--- src/rtl/arcade_input_mapper_if.sv ---
// rtl/arcade_input_mapper_if.sv - player/keyboard inputs and cabinet control outputs
interface arcade_input_mapper_if #(
   parameter int NUM_PLAYERS = 2
);
   logic [10:0]               ps2_key;
   logic [16*NUM_PLAYERS-1:0] joy_in;
   logic [4*NUM_PLAYERS-1:0]  dir_n;
   logic [NUM_PLAYERS-1:0]    fire_n;
   logic [NUM_PLAYERS-1:0]    start_n;
   logic [1:0]                coin_n;
   logic                      service_n;
   logic                      pause_state;

   modport master (
      output ps2_key, joy_in,
      input  dir_n, fire_n, start_n, coin_n, service_n, pause_state
   );

   modport slave (
      input  ps2_key, joy_in,
      output dir_n, fire_n, start_n, coin_n, service_n, pause_state
   );
endinterface

--- src/rtl/arcade_input_mapper.sv ---
// rtl/arcade_input_mapper.sv - merges PS/2 keys and joysticks into active-low cabinet controls
// with SOCD cleaning, fixed-length coin pulses and a pause toggle.
module arcade_input_mapper #(
   parameter int NUM_PLAYERS  = 2,
   parameter int COIN_CYCLES  = 2457600,
   parameter int SOCD_NEUTRAL = 1,
   parameter int KBD_ALL      = 1
) (
   input logic clk_49m,
   input logic reset,
   arcade_input_mapper_if.slave io
);
   localparam int CW = $clog2(COIN_CYCLES + 1);
   localparam logic [CW-1:0] COIN_LOAD = CW'(COIN_CYCLES);
   localparam logic [CW-1:0] CNT_ONE   = CW'(1);

   logic key_tgl_q;
   logic key_event;
   logic kb_start1, kb_start2, kb_coin1, kb_coin2, kb_service, kb_pause;
   logic kb_up, kb_down, kb_left, kb_right, kb_fire;

   logic [4*NUM_PLAYERS-1:0] dir_d, dir_q;
   logic [NUM_PLAYERS-1:0]   fire_d, fire_q, start_d, start_q;
   logic                     service_q;
   logic                     coin1_m, pause_m, kb_on, u, d, l, r;
   logic [1:0]               coin_m, coin_prev;
   logic [1:0][CW-1:0]       coin_cnt;
   logic                     pause_prev, pause_q;
   logic                     unused_inputs;

   assign key_event     = key_tgl_q != io.ps2_key[10];
   assign unused_inputs = ^{io.ps2_key[8], io.joy_in};

   always_ff @(posedge clk_49m or negedge reset) begin
      if (!reset) begin
         key_tgl_q  <= 1'b0;
         kb_start1  <= 1'b0;
         kb_start2  <= 1'b0;
         kb_coin1   <= 1'b0;
         kb_coin2   <= 1'b0;
         kb_service <= 1'b0;
         kb_pause   <= 1'b0;
         kb_up      <= 1'b0;
         kb_down    <= 1'b0;
         kb_left    <= 1'b0;
         kb_right   <= 1'b0;
         kb_fire    <= 1'b0;
      end else begin
         key_tgl_q <= io.ps2_key[10];
         if (key_event) begin
            case (io.ps2_key[7:0])
               8'h16:   kb_start1  <= io.ps2_key[9];
               8'h1E:   kb_start2  <= io.ps2_key[9];
               8'h2E:   kb_coin1   <= io.ps2_key[9];
               8'h36:   kb_coin2   <= io.ps2_key[9];
               8'h46:   kb_service <= io.ps2_key[9];
               8'h4D:   kb_pause   <= io.ps2_key[9];
               8'h75:   kb_up      <= io.ps2_key[9];
               8'h72:   kb_down    <= io.ps2_key[9];
               8'h6B:   kb_left    <= io.ps2_key[9];
               8'h74:   kb_right   <= io.ps2_key[9];
               8'h14:   kb_fire    <= io.ps2_key[9];
               default: ;
            endcase
         end
      end
   end

   // Keyboard start keys map to the first two players only; directions/fire follow KBD_ALL.
   always_comb begin
      dir_d   = '1;
      fire_d  = '1;
      start_d = '1;
      coin1_m = kb_coin1;
      pause_m = kb_pause;
      kb_on   = 1'b0;
      u = 1'b0;
      d = 1'b0;
      l = 1'b0;
      r = 1'b0;
      for (int p = 0; p < NUM_PLAYERS; p++) begin
         kb_on = (p == 0) || (KBD_ALL != 0);
         u = io.joy_in[16*p+3] | (kb_on & kb_up);
         d = io.joy_in[16*p+2] | (kb_on & kb_down);
         l = io.joy_in[16*p+1] | (kb_on & kb_left);
         r = io.joy_in[16*p+0] | (kb_on & kb_right);
         if (SOCD_NEUTRAL != 0 && u && d) begin
            u = 1'b0;
            d = 1'b0;
         end
         if (SOCD_NEUTRAL != 0 && l && r) begin
            l = 1'b0;
            r = 1'b0;
         end
         dir_d[4*p +: 4] = ~{d, u, r, l};
         fire_d[p]  = ~(io.joy_in[16*p+4] | (kb_on & kb_fire));
         start_d[p] = ~(io.joy_in[16*p+5] | ((p == 0) & kb_start1) | ((p == 1) & kb_start2));
         coin1_m    = coin1_m | io.joy_in[16*p+6];
         pause_m    = pause_m | io.joy_in[16*p+7];
      end
   end

   assign coin_m = {kb_coin2, coin1_m};

   always_ff @(posedge clk_49m or negedge reset) begin
      if (!reset) begin
         dir_q      <= '1;
         fire_q     <= '1;
         start_q    <= '1;
         service_q  <= 1'b1;
         coin_prev  <= '0;
         coin_cnt   <= '0;
         pause_prev <= 1'b0;
         pause_q    <= 1'b0;
      end else begin
         dir_q      <= dir_d;
         fire_q     <= fire_d;
         start_q    <= start_d;
         service_q  <= ~kb_service;
         coin_prev  <= coin_m;
         pause_prev <= pause_m;
         if (pause_m && !pause_prev)
            pause_q <= ~pause_q;
         // A running pulse masks new rises; the counter never reloads mid-pulse.
         for (int s = 0; s < 2; s++) begin
            if (coin_cnt[s] != '0)
               coin_cnt[s] <= coin_cnt[s] - CNT_ONE;
            else if (coin_m[s] && !coin_prev[s])
               coin_cnt[s] <= COIN_LOAD;
         end
      end
   end

   assign io.dir_n       = dir_q;
   assign io.fire_n      = fire_q;
   assign io.start_n     = start_q;
   assign io.service_n   = service_q;
   assign io.pause_state = pause_q;
   assign io.coin_n      = {coin_cnt[1] == '0, coin_cnt[0] == '0};
endmodule

--- src/flat_wrapper.sv ---
// flat-port wrapper written by rule: the top's interface ports become plain ports
module arcade_input_mapper_flat 
#(
   parameter int NUM_PLAYERS  = 2,
   parameter int COIN_CYCLES  = 2457600,
   parameter int SOCD_NEUTRAL = 1,
   parameter int KBD_ALL      = 1
)
  (clk_49m, reset, io_ps2_key, io_joy_in, io_dir_n, io_fire_n, io_start_n, io_coin_n, io_service_n, io_pause_state);
  arcade_input_mapper_if #(.NUM_PLAYERS(NUM_PLAYERS)) io_i ();
  input logic clk_49m;
  input logic reset;
  input wire logic [$bits(io_i.ps2_key)-1:0] io_ps2_key;
  input wire logic [$bits(io_i.joy_in)-1:0] io_joy_in;
  output wire logic [$bits(io_i.dir_n)-1:0] io_dir_n;
  output wire logic [$bits(io_i.fire_n)-1:0] io_fire_n;
  output wire logic [$bits(io_i.start_n)-1:0] io_start_n;
  output wire logic [$bits(io_i.coin_n)-1:0] io_coin_n;
  output wire logic [$bits(io_i.service_n)-1:0] io_service_n;
  output wire logic [$bits(io_i.pause_state)-1:0] io_pause_state;
  assign io_i.ps2_key = io_ps2_key;
  assign io_i.joy_in = io_joy_in;
  assign io_dir_n = io_i.dir_n;
  assign io_fire_n = io_i.fire_n;
  assign io_start_n = io_i.start_n;
  assign io_coin_n = io_i.coin_n;
  assign io_service_n = io_i.service_n;
  assign io_pause_state = io_i.pause_state;
  arcade_input_mapper #(.NUM_PLAYERS(NUM_PLAYERS), .COIN_CYCLES(COIN_CYCLES), .SOCD_NEUTRAL(SOCD_NEUTRAL), .KBD_ALL(KBD_ALL)) u_core (.clk_49m(clk_49m), .reset(reset), .io(io_i));
endmodule
--- config.mk ---
export PLATFORM = sky130hd
export DESIGN_NAME = arcade_input_mapper_flat
export DESIGN_NICKNAME = d
export VERILOG_FILES = /design/src/rtl/arcade_input_mapper_if.sv /design/src/rtl/arcade_input_mapper.sv /design/src/flat_wrapper.sv
export SDC_FILE = /design/constraint.sdc
export NUM_CORES = 1
export LEC_CHECK = 0
export CAP_MARGIN = 15
export CORE_ASPECT_RATIO = 1.1
export CORE_MARGIN = 4
export CORE_UTILIZATION = 47
export CTS_BUF_LIST = sky130_fd_sc_hd__clkbuf_16
export CTS_CLUSTER_SIZE = 10
export DETAILED_ROUTE_END_ITERATION = 8
export MAX_ROUTING_LAYER = met4
export PLACE_DENSITY_LB_ADDON = 0.25
export SETUP_SLACK_MARGIN = 0.15
export SYNTH_ARGS = -nofsm -noshare
export SYNTH_HDL_FRONTEND = slang
export SYNTH_SLANG_ARGS = --single-unit
--- constraint.sdc ---
create_clock -name clk_49m -period 2.2 [get_ports clk_49m]
set_input_delay 0.44 -clock clk_49m [delete_from_list [all_inputs] [get_ports clk_49m]]
set_output_delay 0.44 -clock clk_49m [all_outputs]
set_load 0.005 [all_outputs]
==> metrics.txt <==
CP arrival=1810 ps; Post-Syn Nets=338; Routed Antenna Nets=0; initial antenna violation count=0; first-pass GRT wire length=12,100 um; Max Cap Violations=0; Cell Area, Synth=3290 um^2; critical path startpoint category=flop; Num CTS Buffers=9; Slew @ Worst Pin=518 ps; Placed Instance Area=4130 um^2; top_reg_cell synth=dfrtp_1; CTS root buf=clkbuf_16; met3 routed WL=323 um; crit share post-route=102%; crit-path cells=or4_4, or3_4, nor2_4, buf_2; Worst Path Required=1760 ps; routed metal-1 wire length=3020 um; layout cells sized above 1=28.8%; max incr delay on CP=540 ps; gr usage total=19.1%; Horiz. Die Dim=87.8 um; Netlist cell types=49; final hold viol count=0; Synth top area share=45.6%; P&R area growth vs syn=40.2%; Synth Register Bits=73; number of synthesized flops with an enable pin=0; final setup margin=-49.4 ps; final setup vio count=1; highest metal layer with signal wires=met4; H-Tree Depth=3; Setup CP Type=reg -> out; post-DR vias/cell=5.42; drt wl/cell=14.8 um; largest net degree at the start of global routing=40; failing checks=negative setup slack; Syn Area/Cell=11.3 um^2; vias in the first global route=2,708; clk slew on worst S/H paths=60 ps; Layout fillers=505; Post-Route WL=7030 um; critical path's slowest cell=or4_4; Setup crit end kind=output port; Core Region=6710 um^2; status=finished with violations; GRT Residual Overflow=0; leakage=1.99 nW; count leader, synth=dfrtp_1; die area=8400 um^2; highest clock rate=445 MHz; synth cell count leaders=dfrtp_1 (60), nor2_1 (26), nor3_1 (21); DR WL met2=3590 um; io pins=61; register area share after synthesis=56.0%; Hold Crit Class=in -> async; CP Max Fanout=2; max-slew violations=0; cell count after synthesis=291; RSZ-0062 raised after global routing=true; Sink Count=73; drt pass-1 iters=4; port buffer count=43; Multi-input gate area=1540 um^2; cell area after layout=4610 um^2; DRC Markers=0; DP Wirelength=4890 um; Area contributors post-synth=dfrtp_1 (46%), dfstp_2 (10%), mux2_2 (4.8%); vias post-DR=2,571; Peak VDD IR=0.482 mV; TNS Setup=-49.4 ps; gpl congestion=0.891; Iter 0 DRT Violations=124; register area=1840 um^2; ant diodes=0; Site Rows=31; hold buffer count at cts=0; synth warn=0; Final nets=434; CTS tree=done; clk_lat worst skew=330 ps; Die H=95.7 um; Max Clock Skew=7.82 ps; clock buffer depth=2; Final min period=2250 ps; Max-slew headroom=65.5%; area leader, netlist=dfrtp_1; ys async rst share=100%; initial core utilization=49.0%; PwrDens=930 nW/um^2
==> worst max-delay path, delay by kind of cell, from the launching register on <==
family / cells / cell delay [ps]
flops: 1 / 380
buf+inv: 1 / 120
simple gates: 3 / 990
==> path summary, 6_finish.rpt <==
kind / slack, ps / depth (start not counted) / start / to
max: -50 / 4 / u_core.coin_cnt[41] / io_coin_n[1]
min: 90 / 1 / reset / u_core.kb_service
max reg2reg: 0 / 7 / u_core.coin_cnt[41] / u_core.coin_cnt[33]
min reg2reg: 380 / 1 / u_core.kb_service / u_core.io.service_n
max in group asynchronous: 1510 / 2 / reset / u_core.io.dir_n[1]
min in group clk_49m: 380 / 1 / u_core.kb_service / u_core.io.service_n
==> cell usage in the layout, fill, tap and decap left out, types with 3 or more instances in the layout <==
master | netlist | final
buf_4 | 0 | 42
clkdlybuf4s50_1 | 0 | 40
nor3_1 | 21 | 20
mux2_2 | 14 | 14
a21o_1 | 3 | 3
or3_1 | 8 | 7
nand3_1 | 7 | 7
nor2_1 | 26 | 24
clkbuf_16 | 0 | 12
xnor2_1 | 10 | 8
dfstp_2 | 13 | 13
nor3b_1 | 7 | 4
nor4_1 | 9 | 6
nand2b_1 | 6 | 6
buf_6 | 1 | 3
nor4b_1 | 5 | 5
nand2_1 | 15 | 13
nand4_1 | 9 | 9
inv_1 | 6 | 6
dfrtp_1 | 60 | 60
xor2_1 | 18 | 18
o21ai_0 | 13 | 12
==> state kept, by name, indices dropped and copies added, names as in the netlist, 2 cells and up <==
name               flops
u_core.coin_prev       2
u_core.io.start_n      2
u_core.io.fire_n       2
u_core.io.dir_n        8
u_core.coin_cnt       44
==> cells by family (layout without fill, tap and decap cells) <==
| logic type | count (synthesis) | after routing | synth area share [%] |
|---|---|---|---|
| DFF | 73 | 73 | 56.0 |
| buffers and inverters | 9 | 110 | 1.25 |
| adders and majority gates | 2 | 2 | 0.761 |
| and+or+nand+nor | 135 | 135 | 23.4 |
| AOI/OAI and AO/OA | 28 | 28 | 5.67 |
| xor gates and xnor gates | 28 | 28 | 7.46 |
| muxes | 16 | 16 | 5.40 |
==> final cells by class <==
type	count	share of cell area, %
Sequential cell	73	40.0
Multi-Input combinational cell	209	33.3
Timing Repair Buffer	87	16.8
Clock buffer	12	6.51
Tap cell	82	2.23
Clock inverter	4	0.597
Inverter	7	0.597
==> routing by layer <==
layer | GRT usage (%) | vias up
met5 | - | -
met4 | 6.78 | 0
met3 | 4.20 | 8
met2 | 32.2 | 66
met1 | 22.6 | 1245
li1 | - | 1252
==> power breakdown <==
group | internal, mW | switching [mW] | total, mW
clock network | 0.970 | 0.558 | 1.53
logic | 0.558 | 0.442 | 1.00
registers | 1.57 | 0.191 | 1.76
total | 3.10 | 1.19 | 4.29
==> through the flow <==
step           hold slack (ps)  util [%]  cells  setup slack (ps)  power, mW
2_1_floorplan              144         -    291               160       2.22
3_3_place_gp               362      61.6    455              -136       2.60
3_5_place_dp               379      61.6    455              -139       2.64
4_1_cts                    104      67.9    473              -127       4.28
5_1_grt                    128      68.7    474              -114       4.49
6_report                  91.8      68.7    474             -49.4       4.29
==> what timing repair did <==
action,CTS,global route
resized for setup,28,10
setup buffers,2,1
endpoints found under the setup margin,11,21
pin swaps,14,3
cloned,0,0
(Power assumes the default switching activity.)
